==> config.mk <==
export PLATFORM = sky130hd
export DESIGN_NAME = alu_exec_unit
export DESIGN_NICKNAME = d
export VERILOG_FILES = /design/src/rtl/alu_pkg.sv /design/src/rtl/alu_shifter_iter.sv /design/src/rtl/alu_exec_unit.sv
export SDC_FILE = /design/constraint.sdc
export NUM_CORES = 1
export LEC_CHECK = 0
export ABC_AREA = 1
export CORE_MARGIN = 2
export CORE_UTILIZATION = 65
export DETAILED_ROUTE_END_ITERATION = 16
export DONT_BUFFER_PORTS = 1
export GPL_TIMING_DRIVEN = 1
export PLACE_DENSITY = 0.81
export SYNTH_ARGS = -nofsm -noshare
export SYNTH_HDL_FRONTEND = slang
export SYNTH_SLANG_ARGS = --single-unit
export TNS_END_PERCENT = 1
==> constraint.sdc <==
create_clock -name clk -period 3.7 [get_ports clk]
set_input_delay 0.74 -clock clk [delete_from_list [all_inputs] [get_ports clk]]
set_output_delay 0.74 -clock clk [all_outputs]
set_load 0.02 [all_outputs]
==> src/rtl/alu_pkg.sv <==
// Shared definitions for the execute-stage ALU.
// Holds the controller's operation codes, the FSM state type and the shift-op classifier.
package alu_pkg;

    localparam int ALU_CTRL_W = 4;

    typedef enum logic [ALU_CTRL_W-1:0] {
        ALU_AND  = 4'b0000,
        ALU_OR   = 4'b0001,
        ALU_ADD  = 4'b0010,
        ALU_XOR  = 4'b0011,
        ALU_SLL  = 4'b0100,
        ALU_SRL  = 4'b0101,
        ALU_SUB  = 4'b0110,
        ALU_SRA  = 4'b0111,
        ALU_SLT  = 4'b1000,
        ALU_SLTU = 4'b1001
    } alu_ctrl_t;

    typedef enum logic {
        ST_IDLE  = 1'b0,
        ST_SHIFT = 1'b1
    } alu_state_t;

    function automatic logic is_shift(input logic [ALU_CTRL_W-1:0] code);
        return (code == ALU_SLL) || (code == ALU_SRL) || (code == ALU_SRA);
    endfunction

endpackage

==> src/rtl/alu_shifter_iter.sv <==
// Iterative shifter: moves one bit position per clock until the count is exhausted.
// done flags the last step; dout is the value after that step.
module alu_shifter_iter
    import alu_pkg::*;
#(
    parameter  int XLEN    = 32,
    localparam int SHAMT_W = $clog2(XLEN)
) (
    input  logic               clk,
    input  logic               rst,
    input  logic               clear,
    input  logic               start,
    input  alu_ctrl_t          shift_op,
    input  logic [XLEN-1:0]    din,
    input  logic [SHAMT_W-1:0] shamt,
    output logic               done,
    output logic [XLEN-1:0]    dout
);

    logic [XLEN-1:0]    work;
    logic [XLEN-1:0]    work_sh;
    logic [SHAMT_W-1:0] cnt;
    logic               dir_right;
    logic               arith;

    // SRA feeds the sign bit back in; SRL and SLL feed zeros.
    always_comb begin
        if (dir_right) begin
            work_sh = {arith & work[XLEN-1], work[XLEN-1:1]};
        end else begin
            work_sh = {work[XLEN-2:0], 1'b0};
        end
    end

    always_ff @(posedge clk) begin
        if (rst || clear) begin
            work      <= '0;
            cnt       <= '0;
            dir_right <= 1'b0;
            arith     <= 1'b0;
        end else if (start) begin
            work      <= din;
            cnt       <= shamt;
            dir_right <= (shift_op != ALU_SLL);
            arith     <= (shift_op == ALU_SRA);
        end else if (cnt != '0) begin
            work <= work_sh;
            cnt  <= cnt - 1'b1;
        end
    end

    assign done = (cnt == SHAMT_W'(1));
    assign dout = work_sh;

endmodule

==> src/rtl/alu_exec_unit.sv <==
// Execute-stage ALU with valid/ready on both sides and a single-entry result register.
// Logic/arith ops complete in one cycle; shifts by a non-zero amount go through the iterative shifter.
//
//   state    | meaning
//   ST_IDLE  | ready for an op whenever the result register is free or retiring
//   ST_SHIFT | iterative shift in progress, input side stalled
module alu_exec_unit
    import alu_pkg::*;
#(
    parameter  int XLEN    = 32,
    localparam int SHAMT_W = $clog2(XLEN)
) (
    input  logic                  clk,
    input  logic                  rst,
    input  logic                  flush,
    input  logic                  in_valid,
    output logic                  in_ready,
    input  logic [ALU_CTRL_W-1:0] alu_ctrl,
    input  logic [XLEN-1:0]       op_a,
    input  logic [XLEN-1:0]       op_b,
    output logic                  out_valid,
    input  logic                  out_ready,
    output logic [XLEN-1:0]       result,
    output logic                  zero,
    output logic                  illegal
);

    alu_state_t         state;
    alu_state_t         state_nxt;
    alu_ctrl_t          ctrl;
    logic [SHAMT_W-1:0] shamt;
    logic               accept;
    logic               long_shift;
    logic               sh_start;
    logic               sh_done;
    logic [XLEN-1:0]    sh_res;
    logic [XLEN-1:0]    quick_res;
    logic               quick_ill;
    logic               ov_nxt;
    logic [XLEN-1:0]    res_nxt;
    logic               zero_nxt;
    logic               ill_nxt;

    assign ctrl       = alu_ctrl_t'(alu_ctrl);
    assign shamt      = op_b[SHAMT_W-1:0];
    assign in_ready   = (state == ST_IDLE) && (!out_valid || out_ready);
    assign accept     = in_valid && in_ready;
    assign long_shift = is_shift(alu_ctrl) && (shamt != '0);
    assign sh_start   = accept && long_shift && !flush;

    // Single-cycle datapath; a zero-amount shift is just a pass-through of op_a.
    always_comb begin
        quick_res = '0;
        quick_ill = 1'b0;
        case (ctrl)
            ALU_AND:  quick_res = op_a & op_b;
            ALU_OR:   quick_res = op_a | op_b;
            ALU_ADD:  quick_res = op_a + op_b;
            ALU_SUB:  quick_res = op_a - op_b;
            ALU_XOR:  quick_res = op_a ^ op_b;
            ALU_SLL,
            ALU_SRL,
            ALU_SRA:  quick_res = op_a;
            ALU_SLT:  quick_res = {{(XLEN-1){1'b0}}, $signed(op_a) < $signed(op_b)};
            ALU_SLTU: quick_res = {{(XLEN-1){1'b0}}, op_a < op_b};
            default:  quick_ill = 1'b1;
        endcase
    end

    alu_shifter_iter #(
        .XLEN (XLEN)
    ) u_shifter (
        .clk      (clk),
        .rst      (rst),
        .clear    (flush),
        .start    (sh_start),
        .shift_op (ctrl),
        .din      (op_a),
        .shamt    (shamt),
        .done     (sh_done),
        .dout     (sh_res)
    );

    always_comb begin
        state_nxt = state;
        ov_nxt    = out_valid && !out_ready;
        res_nxt   = result;
        zero_nxt  = zero;
        ill_nxt   = illegal;
        case (state)
            ST_IDLE: begin
                if (accept) begin
                    if (long_shift) begin
                        state_nxt = ST_SHIFT;
                    end else begin
                        ov_nxt   = 1'b1;
                        res_nxt  = quick_res;
                        zero_nxt = (quick_res == '0);
                        ill_nxt  = quick_ill;
                    end
                end
            end
            ST_SHIFT: begin
                if (sh_done) begin
                    state_nxt = ST_IDLE;
                    ov_nxt    = 1'b1;
                    res_nxt   = sh_res;
                    zero_nxt  = (sh_res == '0);
                    ill_nxt   = 1'b0;
                end
            end
            default: state_nxt = ST_IDLE;
        endcase
        // Flush discards anything pending but leaves the last result value in place.
        if (flush) begin
            state_nxt = ST_IDLE;
            ov_nxt    = 1'b0;
            res_nxt   = result;
            zero_nxt  = zero;
            ill_nxt   = illegal;
        end
    end

    always_ff @(posedge clk) begin
        if (rst) begin
            state     <= ST_IDLE;
            out_valid <= 1'b0;
            result    <= '0;
            zero      <= 1'b1;
            illegal   <= 1'b0;
        end else begin
            state     <= state_nxt;
            out_valid <= ov_nxt;
            result    <= res_nxt;
            zero      <= zero_nxt;
            illegal   <= ill_nxt;
        end
    end

endmodule
==> impl_metrics.ini <==
[status]
status = completed

[timing]
holdWs_ns = 0.457
worst_pin_slew_ns = 1.12
rsz0062_at_grt = no
period_needed_ns = 3.21
finalCritPeriodShare_pct = 86.9
slew_headroom_pct = 25.1
max_freq_mhz = 311
maxSlewViolCount = 0
skew_ns = 0.00850
setup_ws_ns = 0.486
finalSetupViolCount = 0
hold_viol = 0
setup_tns_ns = 0

[setup_path]
crit_type = in -> reg
ff2ff_setup_slack_ns = 0.83
crit_fanout = 4
cp_top_family = simple AND/OR/NAND/NOR gates
cp.arrival_ns = 3.50
path_cells = ha_1, inv_1, fa_1, inv_1, nand2_1, nand2_1, nand3_1, nand2_1, o21ai_0, o21ai_0, nand2_1, nor2_1, nand2_1, nor2_1, nand3b_1, nor2_1, nand2_1, nand2_1, nand2_1, nand2_1
timing.rr.start = out_valid
crit_buf_inv = 2
cpMostUsedCell = nand2_1
startpoint_type = primary input
worstPathRequired_ns = 3.98
cp_slowest_cell = fa_1
timing.rr.end = u_shifter.work[14]
critPathMaxStageDelay_ns = 0.41
cp-end-kind = flop
r2r_cells = 10

[placed_design]
dp_hpwl_mm = 31.6
numPortBuffers = 0
gp_routability_congestion = 1.09
dp_slack_ns = 0.382

[synth]
synthesis.nets = 2104
synth.cell_area_um2 = 10600
ys_ff_latch = 75
avgSynthCellArea_um2 = 5.51
yosys_warnings = 0
netlist_instances = 1918
synth.distinct_cells = 44
ys_seq_area_share_pct = 14.2

[global_routing]
grt.overflow.total = 0
grt_pass1_vias = 12000
antenna_found_initial = 0
grt_start_max_net_pins = 42
grt_pass1_wl_mm = 62.5
grt.total_usage_pct = 45.6

[route]
wirelength_mm = 40.5
num_vias = 12900
detail-route-antenna-nets = 0
drtPass1Iterations = 8
drt_iter0_markers = 1775
vias_per_cell = 6.13
drc = 0
wl_per_cell_um = 19.3

[clock_network]
ctsHoldBuffers = 0
cts-root-buf = clkbuf_16
cts_setup_buffers = 0
cts_tree = built
clkTransAtPathRegs_ns = 0.06
clockBufferDepth = 2
cts_sinks = 75
cts_resized = 0
clk_latency_ns = 0.35
h-tree-depth = 3
cts_made_buffers = 9

[finish]
reg.largest.list = result x32, u_shifter.work x32, u_shifter.cnt x5
final-seq-area_um2 = 1500
utilization_pct = 69.2
multi_input_area_um2 = 7480
fill_cells = 1494
area_growth_pct = 3.97
drive_gt1_share_pct = 4.25
antenna_cells = 0
layout.nets = 2062

[die]
die-height_um = 132
fp.coreArea_um2 = 15900
io_pins = 109
rows = 46
initial_utilization_pct = 66.5
chipWidth_um = 132
die-area_um2 = 17300

[power_and_ir_drop]
powerDensity_nw_per_um2 = 326
p_sw_share_pct = 45.2
p_int_mw = 1.96
p_leak_nw = 5.79
power.switching_mw = 1.62
combPwrFrac_pct = 45.4
p_clk_share_pct = 28.5
irDropWorstVdd_v = 0.000498
seq_power_share_pct = 26.1

[worst_hold_path]
hold_class = in -> reg
hold_depth = 1
hp-start = rst
min_delay_worst_endpoint = result[0]

[flow_run]
cap_violations = 0
## final cells by class
type	instances	share of cell area, %
well taps	216	2.46
flip-flops and latches	75	13.7
inverters	331	11.3
clock buffers	10	2.08
clock inverters	6	1.02
repair buffers	19	1.41
multi-input cells	1440	68.0
## how the worst max path moves through the flow
stage               cells past startpoint   end     from  slack, ns
global route                           20  zero  op_a[0]       0.26
CTS                                    22  zero  op_a[0]       0.70
finish                                 20  zero  op_a[0]       0.49
floorplan                              22  zero  op_a[0]       1.02
detailed placement                     22  zero  op_a[0]       0.38
global placement                       22  zero  op_a[0]       0.33
## cell usage after synthesis, drive strengths merged
cell type	count	area share, %
a211oi	2	0.14
a21oi	142	6.8
a221oi	17	1.4
a31oi	4	0.24
and2	1	0.059
and3	2	0.12
buf	39	2.1
clkbuf	33	1.2
clkinv	2	0.071
dfxtp	75	14
fa	2	0.38
ha	111	13
inv	329	12
mux2i	2	0.19
nand2	552	20
nand3	141	6.9
nand3b	2	0.14
nand4	20	1.2
nor2	211	7.8
nor3	11	0.57
nor4	3	0.18
o2111ai	1	0.083
o211ai	4	0.28
o21a	1	0.071
o21ai	151	7.2
o21bai	11	0.78
o221a	5	0.53
o221ai	2	0.17
o22ai	37	2.2
or2	1	0.059
xnor2	1	0.083
xor2	3	0.25
## worst register-to-register path, cell delays in order (launching register included)
cell and delay, ns:
dfxtp_1 0.37, inv_1 0.07, nor2_1 0.05, nor2_1 0.34, nand2_1 0.13, nor2_1 0.24
inv_1 0.16, nor2_4 0.30, buf_4 0.40, o21ai_0 0.27, a21oi_1 0.41
## power by group through the flow
stage / logic [mW] / clock network [mW] / registers, mW
final: 1.63 / 1.02 / 0.934
after global routing: 1.79 / 1.05 / 0.939
after CTS: 1.56 / 1.01 / 0.931
after detailed placement: 1.54 / 0 / 0.948
after global placement: 1.51 / 0 / 0.947
after floorplan: 1.17 / 0 / 0.933
## stage by stage
stage / cells / total power, mW / area (µm²)
6_report: 2097 / 3.58 / 11000
2_1_floorplan: 1918 / 2.11 / 10600
5_1_grt: 2097 / 3.78 / 11000
4_1_cts: 2097 / 3.50 / 11000
3_5_place_dp: 2081 / 2.49 / 10600
3_3_place_gp: 2081 / 2.46 / 10600
## logic make-up after synthesis
| kind of cell | synth area share, % |
|---|---|
| compound gates | 19.8 |
| xor+xnor | 0.332 |
| fa+ha+maj | 13.5 |
| buf+inv | 15.0 |
| flops | 14.2 |
| mux | 0.189 |
| simple gates | 36.9 |
## layout by cell type (no fill, tap or decap), types with 20 or more instances in the layout
cell type / instances
nor2_1: 199
nand3_1: 137
dfxtp_1: 75
o22ai_1: 37
inv_1: 317
o21ai_0: 147
nand4_1: 20
ha_1: 111
nand2_1: 542
a21oi_1: 141
## per-layer routing
| metal | GRT usage, % | routed length (µm) |
|---|---|---|
| met4 | 39.8 | 4140 |
| met2 | 71.1 | 17100 |
| met3 | 11.3 | 4860 |
| met5 | 0 | 0 |
| met1 | 51.8 | 14400 |
Note: power is estimated with default switching activity, not from simulation.
